==> config.mk <==
export PLATFORM = sky130hd
export DESIGN_NAME = multicycle_control
export DESIGN_NICKNAME = d
export VERILOG_FILES = /design/src/rtl/riscv_pkg.sv /design/src/rtl/alu_decoder.sv /design/src/rtl/multicycle_control.sv
export SDC_FILE = /design/constraint.sdc
export NUM_CORES = 1
export LEC_CHECK = 0
export CAP_MARGIN = 20
export CORE_UTILIZATION = 37
export DETAILED_ROUTE_END_ITERATION = 6
export PLACE_DENSITY = 0.87
export SETUP_SLACK_MARGIN = 0.5
export SLEW_MARGIN = 20
export SYNTH_ARGS = -nofsm -noshare
export SYNTH_HDL_FRONTEND = slang
export SYNTH_SLANG_ARGS = --single-unit
==> constraint.sdc <==
create_clock -name clk -period 1.9 [get_ports clk]
set_input_delay 0.38 -clock clk [delete_from_list [all_inputs] [get_ports clk]]
set_output_delay 0.38 -clock clk [all_outputs]
set_load 0.05 [all_outputs]
==> src/rtl/riscv_pkg.sv <==
// Shared encodings for the RV32I multicycle and single-cycle cores:
// FSM state codes, opcodes, ALU control and datapath mux select values.
package riscv_pkg;

  typedef enum logic [3:0] {
    S_FETCH    = 4'd0,
    S_DECODE   = 4'd1,
    S_MEMADR   = 4'd2,
    S_MEMREAD  = 4'd3,
    S_MEMWB    = 4'd4,
    S_MEMWRITE = 4'd5,
    S_EXECUTER = 4'd6,
    S_EXECUTEI = 4'd7,
    S_ALUWB    = 4'd8,
    S_BEQ      = 4'd9,
    S_JAL      = 4'd10
  } state_t;

  localparam logic [6:0] OP_LW    = 7'b0000011;
  localparam logic [6:0] OP_SW    = 7'b0100011;
  localparam logic [6:0] OP_RTYPE = 7'b0110011;
  localparam logic [6:0] OP_ITYPE = 7'b0010011;
  localparam logic [6:0] OP_BEQ   = 7'b1100011;
  localparam logic [6:0] OP_JAL   = 7'b1101111;

  localparam logic [2:0] ALU_ADD = 3'b000;
  localparam logic [2:0] ALU_SUB = 3'b001;
  localparam logic [2:0] ALU_AND = 3'b010;
  localparam logic [2:0] ALU_OR  = 3'b011;
  localparam logic [2:0] ALU_SLT = 3'b101;
  localparam logic [2:0] ALU_BAD = 3'b111;

  localparam logic [1:0] ALUOP_ADD   = 2'b00;
  localparam logic [1:0] ALUOP_SUB   = 2'b01;
  localparam logic [1:0] ALUOP_FUNCT = 2'b10;

  localparam logic [1:0] RES_ALUOUT    = 2'b00;
  localparam logic [1:0] RES_DATA      = 2'b01;
  localparam logic [1:0] RES_ALURESULT = 2'b10;

  localparam logic [1:0] SRCA_PC    = 2'b00;
  localparam logic [1:0] SRCA_OLDPC = 2'b01;
  localparam logic [1:0] SRCA_RD1   = 2'b10;

  localparam logic [1:0] SRCB_RD2  = 2'b00;
  localparam logic [1:0] SRCB_IMM  = 2'b01;
  localparam logic [1:0] SRCB_FOUR = 2'b10;

  localparam logic [1:0] IMM_I = 2'b00;
  localparam logic [1:0] IMM_S = 2'b01;
  localparam logic [1:0] IMM_B = 2'b10;
  localparam logic [1:0] IMM_J = 2'b11;

endpackage

==> src/rtl/alu_decoder.sv <==
// ALU operation decode shared by the single-cycle and multicycle cores.
module alu_decoder
  import riscv_pkg::*;
(
  input  logic [1:0] aluop,
  input  logic [2:0] funct3,
  input  logic       op5,
  input  logic       funct7b5,
  output logic [2:0] alu_control
);

  always_comb begin
    alu_control = ALU_BAD;
    case (aluop)
      ALUOP_ADD: alu_control = ALU_ADD;
      ALUOP_SUB: alu_control = ALU_SUB;
      ALUOP_FUNCT: begin
        case (funct3)
          // op5 separates R-type sub from addi, which never subtracts
          3'b000:  alu_control = (op5 & funct7b5) ? ALU_SUB : ALU_ADD;
          3'b010:  alu_control = ALU_SLT;
          3'b110:  alu_control = ALU_OR;
          3'b111:  alu_control = ALU_AND;
          default: alu_control = ALU_BAD;
        endcase
      end
      default: alu_control = ALU_BAD;
    endcase
  end

endmodule

==> src/rtl/multicycle_control.sv <==
// Moore control FSM sequencing the shared multicycle datapath, plus
// ImmSrc decode and the shared ALU decoder.
module multicycle_control
  import riscv_pkg::*;
(
  input  logic       clk,
  input  logic       reset,
  input  logic [6:0] op,
  input  logic [2:0] funct3,
  input  logic       funct7b5,
  input  logic       Zero,
  output logic       PCWrite,
  output logic       AdrSrc,
  output logic       MemWrite,
  output logic       IRWrite,
  output logic [1:0] ResultSrc,
  output logic [2:0] ALUControl,
  output logic [1:0] ALUSrcA,
  output logic [1:0] ALUSrcB,
  output logic [1:0] ImmSrc,
  output logic       RegWrite,
  output logic [3:0] state
);

  state_t     state_r, state_n;
  logic       pc_update, branch;
  logic       ir_write, reg_write, mem_write;
  logic [1:0] aluop;

  always_ff @(posedge clk) begin
    if (reset) state_r <= S_FETCH;
    else       state_r <= state_n;
  end

  always_comb begin
    state_n   = S_FETCH;
    pc_update = 1'b0;
    branch    = 1'b0;
    ir_write  = 1'b0;
    reg_write = 1'b0;
    mem_write = 1'b0;
    AdrSrc    = 1'b0;
    ResultSrc = RES_ALUOUT;
    ALUSrcA   = SRCA_PC;
    ALUSrcB   = SRCB_RD2;
    aluop     = ALUOP_ADD;
    case (state_r)
      S_FETCH: begin
        state_n   = S_DECODE;
        ir_write  = 1'b1;
        ALUSrcB   = SRCB_FOUR;
        ResultSrc = RES_ALURESULT;
        pc_update = 1'b1;
      end
      S_DECODE: begin
        ALUSrcA = SRCA_OLDPC;
        ALUSrcB = SRCB_IMM;
        case (op)
          OP_LW, OP_SW: state_n = S_MEMADR;
          OP_RTYPE:     state_n = S_EXECUTER;
          OP_ITYPE:     state_n = S_EXECUTEI;
          OP_BEQ:       state_n = S_BEQ;
          OP_JAL:       state_n = S_JAL;
          default:      state_n = S_FETCH;
        endcase
      end
      S_MEMADR: begin
        ALUSrcA = SRCA_RD1;
        ALUSrcB = SRCB_IMM;
        state_n = (op == OP_SW) ? S_MEMWRITE : S_MEMREAD;
      end
      S_MEMREAD: begin
        AdrSrc  = 1'b1;
        state_n = S_MEMWB;
      end
      S_MEMWB: begin
        ResultSrc = RES_DATA;
        reg_write = 1'b1;
      end
      S_MEMWRITE: begin
        AdrSrc    = 1'b1;
        mem_write = 1'b1;
      end
      S_EXECUTER: begin
        ALUSrcA = SRCA_RD1;
        aluop   = ALUOP_FUNCT;
        state_n = S_ALUWB;
      end
      S_EXECUTEI: begin
        ALUSrcA = SRCA_RD1;
        ALUSrcB = SRCB_IMM;
        aluop   = ALUOP_FUNCT;
        state_n = S_ALUWB;
      end
      S_ALUWB: reg_write = 1'b1;
      S_BEQ: begin
        ALUSrcA = SRCA_RD1;
        aluop   = ALUOP_SUB;
        branch  = 1'b1;
      end
      S_JAL: begin
        ALUSrcA   = SRCA_OLDPC;
        ALUSrcB   = SRCB_FOUR;
        pc_update = 1'b1;
        state_n   = S_ALUWB;
      end
      default: state_n = S_FETCH;
    endcase
  end

  always_comb begin
    case (op)
      OP_SW:   ImmSrc = IMM_S;
      OP_BEQ:  ImmSrc = IMM_B;
      OP_JAL:  ImmSrc = IMM_J;
      default: ImmSrc = IMM_I;
    endcase
  end

  // Enables are gated by reset so an aborted instruction commits nothing
  assign PCWrite  = ~reset & (pc_update | (branch & Zero));
  assign IRWrite  = ~reset & ir_write;
  assign RegWrite = ~reset & reg_write;
  assign MemWrite = ~reset & mem_write;
  assign state    = state_r;

  alu_decoder u_alu_decoder (
    .aluop       (aluop),
    .funct3      (funct3),
    .op5         (op[5]),
    .funct7b5    (funct7b5),
    .alu_control (ALUControl)
  );

endmodule

==> results.sh, run 1 <==
export IMPL_tool_error="[ERROR DPL-0038] Utilization greater than 100%, impossible to legalize"
export IMPL_status="stopped before the end"
export IMPL_synthTopCellsByArea="dfxtp_1 16%, a21oi_1 8.9%, nor3_1 7.9%"
export IMPL_synth_top_area_share_pct=15.8
export IMPL_haltStage="3_5_place_dp"
export IMPL_die_width_um=39.1
export IMPL_place_gp_congestion=0.803
export IMPL_ys_types=34
export IMPL_synth_nets=87
export IMPL_ys_ff_latch=4
export IMPL_ys_warn_count=0
export IMPL_synth_area_um2=508
export IMPL_synth_yosys_seq_area_share_pct=15.8
export IMPL_rows=12
export IMPL_yosys_area_top_type="dfxtp_1"
export IMPL_synthCells=73
export IMPL_fp_dieH_um=39.1
export IMPL_ioPinCount=34
export IMPL_port_buffers=33
export IMPL_start_util_pct=42.8
export IMPL_avgSynthCellArea_um2=6.96
## cell families after synthesis
| logic type | synth area share, % |
|---|---|
| simple gates | 47.0 |
| flops | 15.8 |
| xor+xnor | 6.90 |
| buf+inv | 6.40 |
| compound gates | 23.9 |
## cells in the mapped netlist (all sizes together)
cell type	instances
nor3	8
or2	1
nor3b	3
xnor2	2
a211oi	1
and3	1
nor2b	1
nor2	7
and4b	1
nor4b	1
o21ai	3
o2bb2ai	1
or3b	1
a211o	1
clkbuf	1
nand2b	3
a41o	1
dfxtp	4
nand2	4
nor4	1
nand3b	1
nand4bb	1
o32ai	1
buf	5
or3	2
nand3	2
a41oi	1
a21oi	9
inv	1
a2111oi	1
xor2	2
and3b	1
## per-stage QoR
step | setup WS (ns) | cell area [um2]
after global placement | -0.132 | 1260
after floorplan | 0.128 | 791
==> inputs of run 2 (changes only) <==
Settings changed: CORE_AREA set to 2 2 63 65, CORE_UTILIZATION 37 to not set, DIE_AREA set to 0 0 65 67, PLACE_DENSITY 0.87 to not set, PLACE_DENSITY_LB_ADDON set to 0.15, SETUP_SLACK_MARGIN 0.5 to not set.
==> run 2 against run 1 <==
  * The run now ends clean
  * Synthesized cell count is the same
  * Area after synthesis unchanged
==> results.sh, run 2 <==
export IMPL_ioPinCount=34
export IMPL_dr_pass1_iters=4
export IMPL_ff2ff_setup_slack_ns=0.45
export IMPL_p_leak_uw=0.000583
export IMPL_grt_met2_usage_pct=18.4
export IMPL_hold_viol_final=0
export IMPL_grt_overflow=0
export IMPL_worst_path_max_delay_cell="a2111oi_4"
export IMPL_yosys_cell_count_top_type="a21oi_1"
export IMPL_port_buffers=33
export IMPL_synth_area_um2=508
export IMPL_fmax_mhz=543
export IMPL_clock_sinks=4
export IMPL_synth_top_area_share_pct=15.8
export IMPL_grt_most_used_layer="met2"
export IMPL_worstRegToRegCells=5
export IMPL_hpwl_mm=1.69
export IMPL_wl_mm=2.14
export IMPL_wire_per_inst_um=12.4
export IMPL_status="complete, no violations"
export IMPL_skew_ns=0.00185
export IMPL_start_util_pct=14.1
export IMPL_cts_max_level=1
export IMPL_layout_drive_gt1_share_pct=56.8
export IMPL_ir_worst_vdd_uv=286
export IMPL_synth_edf_count=0
export IMPL_setup_viol=0
export IMPL_vias_per_cell=4.28
export IMPL_synth_yosys_seq_area_share_pct=15.8
export IMPL_synthTopCellsByArea="dfxtp_1 16%, a21oi_1 8.9%, nor3_1 7.9%"
export IMPL_yosys_area_top_type="dfxtp_1"
export IMPL_max_stage_delay_ns=0.41
export IMPL_drtIter0Drc=15
export IMPL_synth_common_cells="9 x a21oi_1, 8 x nor3_1, 7 x nor2_1"
export IMPL_worstSkewPairLatency_ns=0.21
export IMPL_worstPathMaxFanout=14
export IMPL_ys_ff_latch=4
export IMPL_synth_nets=87
export IMPL_powerDensity_mw_per_mm2=352
export IMPL_r2r_end="state[3]$_SDFF_PP0_"
export IMPL_grtUsageTotal_pct=10.7
export IMPL_most_common_layout_cells="23 x buf_4, 18 x buf_12, 9 x dlygate4sd2_1, 7 x a21oi_1"
export IMPL_end_kind="primary output"
export IMPL_crit_start="state[3]$_SDFF_PP0_"
export IMPL_finalNetCount=141
export IMPL_grt_pass1_wl_mm=3.52
export IMPL_grt_max_degree=15
export IMPL_worstHoldPathType="input pin to flop"
export IMPL_route_detailed_drc=0
export IMPL_cts_buffers=3
export IMPL_cp_arrival_ns=1.46
export IMPL_fillers=369
export IMPL_met1_usage_pct=12.4
export IMPL_cp_endpoint="RegWrite"
export IMPL_avgSynthCellArea_um2=6.96
export IMPL_slew_viol_final=0
export IMPL_ant_nets=0
export IMPL_core_mm2=0.00361
export IMPL_clk_path_buf_depth=2
export IMPL_ys_warn_count=0
export IMPL_timing_rr_start="state[0]$_SDFF_PP0_"
export IMPL_ys_flop_type="dfxtp_1"
export IMPL_critPathLaunchType="flop"
export IMPL_antenna_found_initial=0
export IMPL_die_width_um=65
export IMPL_syn_to_final_growth_pct=180
export IMPL_cap_violations=0
export IMPL_async_flop_share_pct=0
export IMPL_multiInputGateArea_um2=559
export IMPL_largest_reg_flops=4
export IMPL_fp_dieH_um=67
export IMPL_path_class="flop to primary output"
export IMPL_grt_pass1_vias=733
export IMPL_num_vias=741
export IMPL_cts_hold_buf=0
export IMPL_regArea_um2=87.6
export IMPL_die_area_mm2=0.00436
export IMPL_rows=22
export IMPL_worstMarginPinSlew_ns=0.349
export IMPL_cts_root_buffer="clkbuf_8"
export IMPL_diodes=0
export IMPL_synthCells=73
export IMPL_fin_crit_ns=1.84
export IMPL_met3_usage_pct=3.72
export IMPL_final_common_cell="buf_4"
export IMPL_rsz0062_at_grt="yes"
export IMPL_total_power_uw=501
export IMPL_ys_types=34
export IMPL_slew_headroom_pct=76.7
export IMPL_period_share_pct=97.0
export IMPL_clkTransAtPathRegs_ns=0.03
export IMPL_hold_ws_ns=0.672
export IMPL_place_gp_congestion=0.651
export IMPL_cts_tree="yes"
export IMPL_path_cells="nand2b_1 -> a2111oi_4 -> buf_12"
export IMPL_cp_required_ns=1.52
[run 2: repair_timing]
item                       in CTS  in global routing
gates resized for setup        13                 10
setup endpoints to repair       7                  5
pin swaps                       4                  4
setup buffers                   2                  0
[run 2: cell families (layout without fill, tap and decap cells)]
family / Yosys count / in the layout / share of synthesized area [%]
AO/OA/AOI/OAI: 19 / 19 / 23.9
XOR/XNOR: 4 / 4 / 6.90
buffers and inverters: 7 / 59 / 6.40
flip-flops: 4 / 4 / 15.8
AND/OR/NAND/NOR: 39 / 39 / 47.0
[run 2: worst max-delay path: cells and delay by family, from the launching register on]
kind | cells | cell delay [ns]
AO/OA/AOI/OAI | 1 | 0.41
flip-flops | 1 | 0.39
AND/OR/NAND/NOR | 1 | 0.25
buffers and inverters | 1 | 0.19
[run 2: worst min-delay path by stage]
| stage | depth (start not counted) | endpoint | start | slack (ns) |
|---|---|---|---|---|
| 2_1_floorplan | 1 | state[3]$_SDFF_PP0_ | reset | 0.44 |
| 3_3_place_gp | 2 | state[0]$_SDFF_PP0_ | state[0]$_SDFF_PP0_ | 0.70 |
| 3_5_place_dp | 2 | state[0]$_SDFF_PP0_ | state[0]$_SDFF_PP0_ | 0.71 |
| 4_1_cts | 3 | state[3]$_SDFF_PP0_ | reset | 0.67 |
| 5_1_grt | 3 | state[3]$_SDFF_PP0_ | reset | 0.71 |
| 6_report | 3 | state[3]$_SDFF_PP0_ | reset | 0.67 |
[run 2: metal layers]
metal  vias to the layer above  wire [um]
met3                         2        130
met1                       340        937
met4                         0         11
met5                         -          0
met2                        20       1060
li1                        379          -
[run 2: final cells by class]
| cell class | count | area share [%] |
|---|---|---|
| clock buffer | 3 | 2.90 |
| inverter | 1 | 0.264 |
| multi-input combinational | 62 | 39.3 |
| sequential | 4 | 6.16 |
| tap | 48 | 4.22 |
| timing repair buffer | 55 | 47.1 |
[run 2: report_power, final]
| group | internal, uW | total (uW) | switching (uW) |
|---|---|---|---|
| Combinational | 116 | 232 | 115 |
| Clock | 135 | 177 | 42.0 |
| Sequential | 85.7 | 92.0 | 6.26 |
| Total | 337 | 501 | 163 |
[run 2: through the flow]
step	cells	utilization, %	cell area [um2]	worst slack [ns]	setup TNS, ns
floorplan	73	-	637	0.0176	0
global placement	168	36.4	1310	-0.0971	-0.333
detailed placement	168	36.4	1310	-0.135	-0.382
CTS	173	38.1	1380	0.000650	0
global route	173	39.5	1420	-0.00627	-0.00627
finish	173	39.5	1420	0.0568	0
(Power assumes the default switching activity.)
